## src/rtl/ram_2p_clr.sv

```systemverilog
// Simple-dual-port RAM with registered, write-first reads and a post-reset clear sequencer.
// One write port and one read port per cycle; both ports are ignored while busy.
module ram_2p_clr #(
    parameter int unsigned       DATA_W    = 8,
    parameter int unsigned       ADR_W     = 4,
    parameter logic [DATA_W-1:0] CLEAR_VAL = '0
) (
    input  logic              clk,
    input  logic              rst,
    output logic              busy,
    input  logic              we,
    input  logic [ADR_W-1:0]  wadr,
    input  logic [DATA_W-1:0] din,
    input  logic              re,
    input  logic [ADR_W-1:0]  radr,
    output logic [DATA_W-1:0] dout,
    output logic              dvalid
);

    localparam int unsigned DEPTH = 2 ** ADR_W;

    typedef enum logic {
        CLEAR,
        IDLE
    } state_t;

    state_t             state;
    logic [ADR_W-1:0]   clr_cnt;
    logic [DATA_W-1:0]  mem [DEPTH];

    logic               mem_we;
    logic [ADR_W-1:0]   mem_wadr;
    logic [DATA_W-1:0]  mem_wdat;

    // The clear sequencer owns the write port until it finishes; user writes are dropped.
    always_comb begin
        mem_we   = 1'b0;
        mem_wadr = '0;
        mem_wdat = '0;
        if (!rst) begin
            if (state == CLEAR) begin
                mem_we   = 1'b1;
                mem_wadr = clr_cnt;
                mem_wdat = CLEAR_VAL;
            end else if (we) begin
                mem_we   = 1'b1;
                mem_wadr = wadr;
                mem_wdat = din;
            end
        end
    end

    always_ff @(posedge clk) begin
        if (mem_we) begin
            mem[mem_wadr] <= mem_wdat;
        end
    end

    always_ff @(posedge clk or posedge rst) begin
        if (rst) begin
            state   <= CLEAR;
            clr_cnt <= '0;
            busy    <= 1'b1;
            dout    <= '0;
            dvalid  <= 1'b0;
        end else begin
            case (state)
                CLEAR: begin
                    dvalid  <= 1'b0;
                    clr_cnt <= clr_cnt + ADR_W'(1);
                    if (clr_cnt == '1) begin
                        state <= IDLE;
                        busy  <= 1'b0;
                    end
                end
                IDLE: begin
                    dvalid <= re;
                    if (re) begin
                        // Write-first: a same-address write this cycle is forwarded to the read.
                        dout <= (we && (wadr == radr)) ? din : mem[radr];
                    end
                end
                default: begin
                    state <= CLEAR;
                    busy  <= 1'b1;
                end
            endcase
        end
    end

endmodule
```

## config.mk

```make
export PLATFORM = sky130hd
export DESIGN_NAME = ram_2p_clr
export DESIGN_NICKNAME = d
export VERILOG_FILES = /design/src/rtl/ram_2p_clr.sv
export SDC_FILE = /design/constraint.sdc
export NUM_CORES = 1
export LEC_CHECK = 0
export ABC_CLOCK_PERIOD_IN_PS = 2700
export CORE_ASPECT_RATIO = 0.8
export CORE_MARGIN = 2
export CORE_UTILIZATION = 63
export DETAILED_ROUTE_END_ITERATION = 6
export DONT_BUFFER_PORTS = 1
export GPL_TIMING_DRIVEN = 1
export PLACE_DENSITY = 0.79
export SETUP_SLACK_MARGIN = 0.02
export SKIP_CTS_REPAIR_TIMING = 1
export SYNTH_ARGS = -nofsm -noshare
export SYNTH_HDL_FRONTEND = slang
export SYNTH_SLANG_ARGS = --single-unit
```

## constraint.sdc

```tcl
create_clock -name clk -period 2.7 [get_ports clk]
set_input_delay 0.27 -clock clk [delete_from_list [all_inputs] [get_ports clk]]
set_output_delay 0.27 -clock clk [all_outputs]
set_load 0.02 [all_outputs]
```

=== Yosys cells after proc, flatten, opt, wreduce, memory -nomap -nowiden ===
Memory sizes are Yosys's and may differ from the RTL's.
Index checks and enable logic that the tools add are counted.

* Register bits: 15
* Bits in latches: 0
* Memory bits (writable): 128
* Bits in read-only memories: 0
* Output and inout bits: 10
* Word-level logic and storage cells: 28
* Memories: 1

{| class="wikitable"
|+ Memories
! name !! words !! width !! read ports !! clocked after memory_dff !! wr ports !! line !! RTL
|-
| mem || 16 || 8 || 1 || 0 || 1 || 29 || <nowiki>logic [DATA_W-1:0] mem [DEPTH];</nowiki>
|}

* Add/sub/neg operators: 1
* Multipliers: 0
* Div/mod/pow operators: 0
* Order comparisons: 0
* Equal/unequal tests: 2
* Shift-type cells: 0
* Mux-type cells: 15
* Bitwise operators: 1
* Reduce and logical (&&, ||, !) cells: 3

{| class="wikitable"
|+ Operator list
! cell !! count
|-
| 8-bit 2-to-1 mux || 4
|-
| 4-bit 2-to-1 mux || 3
|-
| 1-bit 2-to-1 mux || 7
|-
| 4-bit by 1-bit adder with 4-bit output, second input constant || 1
|-
| 4-bit == test || 1
|-
| 4-bit == test, second input constant || 1
|-
| 2-bit AND reduction || 2
|-
| 1-bit one-hot mux with 2 select lines || 1
|-
| 1-bit logical AND || 1
|-
| 1-bit inverter || 1
|}

=== Depth between registers and ports, before layout ===
* Depth after elaboration: 5
* Depth in mapped cells: 6
* Depth with buffers taken out: 4

=== Worst setup path after synthesis ===
No wires, ideal clock.

* Path type: register to register
* From: register state
* To: memory mem[0][0] (data pin)
* Setup time: 0.327 ns
* Arrival: 1.695 ns
* Setup slack: 0.677 ns
* Cell stages (with the launch flop): 5
* Clock period less this slack: 2.023 ns
* Cell sequence: dfrtp_1 > clkbuf_1 > clkbuf_1 > nand2_1 > nor3_1

* Cells in the longest elaborated chain, start to end: 2

{| class="wikitable"
|+ RTL lines
! item !! line !! RTL
|-
| from (decl) || 27 || <nowiki>state_t state;</nowiki>
|-
| from (signal assigned) || 61 || <nowiki>state <= CLEAR;</nowiki>
|-
| from (signal assigned) || 72 || <nowiki>state <= IDLE;</nowiki>
|-
| from (signal assigned) || 84 || <nowiki>state <= CLEAR;</nowiki>
|-
| 8-bit 2-to-1 mux || 41 || <nowiki>if (state == CLEAR) begin</nowiki>
|-
| 8-bit 2-to-1 mux || 40 || <nowiki>if (!rst) begin</nowiki>
|-
| via mem_wdat[0] || 33 || <nowiki>logic [DATA_W-1:0] mem_wdat;</nowiki>
|-
| to (decl) || 29 ||
|}

The timed path passes the listed nets, and every way through them passes these cells.

=== Worst setup path in the final report ===
* From: register state
* To: memory mem[15][4], enable pin

* Cells in the longest elaborated chain, start to end: 4

{| class="wikitable"
|+ RTL lines
! item !! line !! RTL
|-
| 1-bit 2-to-1 mux || 41 ||
|-
| 1-bit 2-to-1 mux || 40 ||
|-
| 1-bit 2-to-1 mux || 54 || <nowiki>if (mem_we) begin</nowiki>
|-
| 1-bit 2-to-1 mux (implied by the code) || 55 || <nowiki>mem[mem_wadr] <= mem_wdat;</nowiki>
|}

Parallel ways exist; a longest one is shown, timed or not.

==> reports/results.ini <==
[global_route]
grt_max_degree=34
grt_pass1_wl_um=18500
gr-total-overflow=0
grt_pass1_vias=3024
grt_usage=0.265
antenna_found_initial=0

[yosys]
syn_nets=329
yosysTopAreaCell=edfxtp_1
ys_warn_count=0
syn_area_mm2=0.00573
ys_ff_latch=143
synth_cells=308
synth_flop_cell=edfxtp_1
netlist_top_cells_count=128 x edfxtp_1, 31 x mux4_2, 26 x nor2_1
syn_avg_cell_area_um2=18.6
synthDistinctLibCells=31
synth_top_area_share=0.671
synth_seq_area_share=0.737
synth_edf_count=128
synthTopCellsByArea=edfxtp_1 67%, mux4_2 12%, dfrtp_1 6.1%
yosysMostFrequentCell=edfxtp_1
synthArstFlopShare=0.105

[outcome]
violations=design-rule violations
status=complete, but fails checks

[cells_and_area]
synthToLayoutAreaGrowth_pct=14.0
num-fill-cells=497
final_core_util=0.729
num_antenna_cells=0
drive_gt1_frac=0.251
register_area_mm2=0.00422
nets=359
multi_input_area_mm2=0.00137
final_cells=466

[route]
vias=3146
routed_wirelength_um=12300
drtAntennaViolNets=0
wire_per_inst_um=26.3
drc=2
viasPerCell=6.75
dr.pass1.iters=7
drt_iter0_markers=362

[worst_setup_path]
critPathLaunchType=flop
end_kind=flop
worstPathArrival_ns=2.33
crit_required_ns=2.73
critPathKind=reg2reg
reg2reg_slack_ns=0.40
critPathMaxFanout=16

[run]
max_cap_viol_count=0

[timing]
max_freq_mhz=435
tns_ns=0
hold_viol_final=0
setup_violations=0
worstMarginPinSlew_ns=0.824
period_share=0.851
fin_worst_skew_ns=0.0201
rsz0062_at_grt=false
relSlewSlack=0.449
fin_crit_ns=2.30
drv_slew=0

[place]
place_congestion=0.937
io_buffers=0
post-place-cells=433
dp_hpwl_um=7440

[hold_path]
hold_path_class=in2reg

[floorplanning]
fp-row-count=31
die_h_um=89.3
coreArea_mm2=0.00896
die_area_mm2=0.00988
ioPinCount=30
floorplan.initialDensity=0.639
die_w_um=111

[clock_tree]
cts_tree=yes
insertion_delay_ns=0.41
cts_root_buf=clkbuf_16
cts-htree-levels=4
numCtsBuffers=17
clk_path_buf_depth=2
numClockSinks=143
clk_pin_slew_worst_paths_ns=0.06

[pwr]
powerDensity_mw_per_mm2=746
ir_drop_mv=0.543
power.leakage_nw=2.30

final cells by class:
cell class,instances,share of cell area
flip-flops and latches,143,0.646
multi-input cells,139,0.210
clock buffers,20,0.0669
repair buffers,25,0.0291
well taps,115,0.0220
clock inverters,12,0.0186
inverters,12,0.00690
cells in the final DEF, fill, tap and decap left out, types with 4 or more instances in the layout:
cell type / count
nand2_1: 15
a22o_1: 16
dfrtp_1: 14
edfxtp_1: 128
nor2_1: 26
nor2b_1: 4
o221ai_1: 8
clkinv_2: 6
nor3_1: 9
clkbuf_16: 17
xnor2_1: 4
buf_4: 24
inv_1: 12
mux4_2: 31
logic make-up after synthesis:
family	share of synthesized area
DFF	0.737
xor gates and xnor gates	0.0107
AOI/OAI and AO/OA	0.0456
adders and majority gates	0.00218
and+or+nand+nor	0.0507
muxes	0.130
buffers and inverters	0.0240
report_power, final:
| part | switching, mW | internal (mW) | total (mW) |
|---|---|---|---|
| Sequential | 0.0368 | 2.43 | 2.47 |
| Clock | 0.845 | 1.35 | 2.19 |
| Combinational | 0.111 | 0.0970 | 0.208 |
| Total | 0.993 | 3.88 | 4.87 |
per-stage QoR:
stage	hold slack, ns	worst slack (ns)	total power, mW	area (µm²)
2_1_floorplan	0.176	0.678	2.68	5730
3_3_place_gp	0.181	0.611	2.71	5960
3_5_place_dp	0.181	0.502	2.72	5960
4_1_cts	-0.247	0.476	4.89	6520
5_1_grt	0.0916	0.246	5.00	6530
6_report	0.103	0.401	4.87	6530
worst max-delay path: stages, from the launching register on:
cell and delay (ns):
dfrtp_1 0.64, nand3_1 0.18, a21oi_1 0.29, nand2b_1 0.15, nor2_1 0.65
flip-flops by register name, summed over array words and instances, names as in the netlist:
register  cells
mem         128
busy          1
dvalid        1
dout          8
clr_cnt       4
state         1
worst paths after layout:
path,startpoint,to,cells past startpoint
worst max-delay path,state,mem[15][4],4
worst min-delay path,din[3],dout[3],2
worst max register to register,state,mem[15][4],4
worst min register to register,busy,busy,2
max in group asynchronous,rst,busy,3
min in group asynchronous,rst,dout[3],3
routing by layer:
metal	track usage	vias up	wire (µm)
met5	0	-	0
li1	-	1292	-
met2	0.378	260	5500
met3	0.0773	20	1560
met4	0.0943	0	174
met1	0.401	1574	5030
No activity file was read; power rests on OpenSTA's default activity.
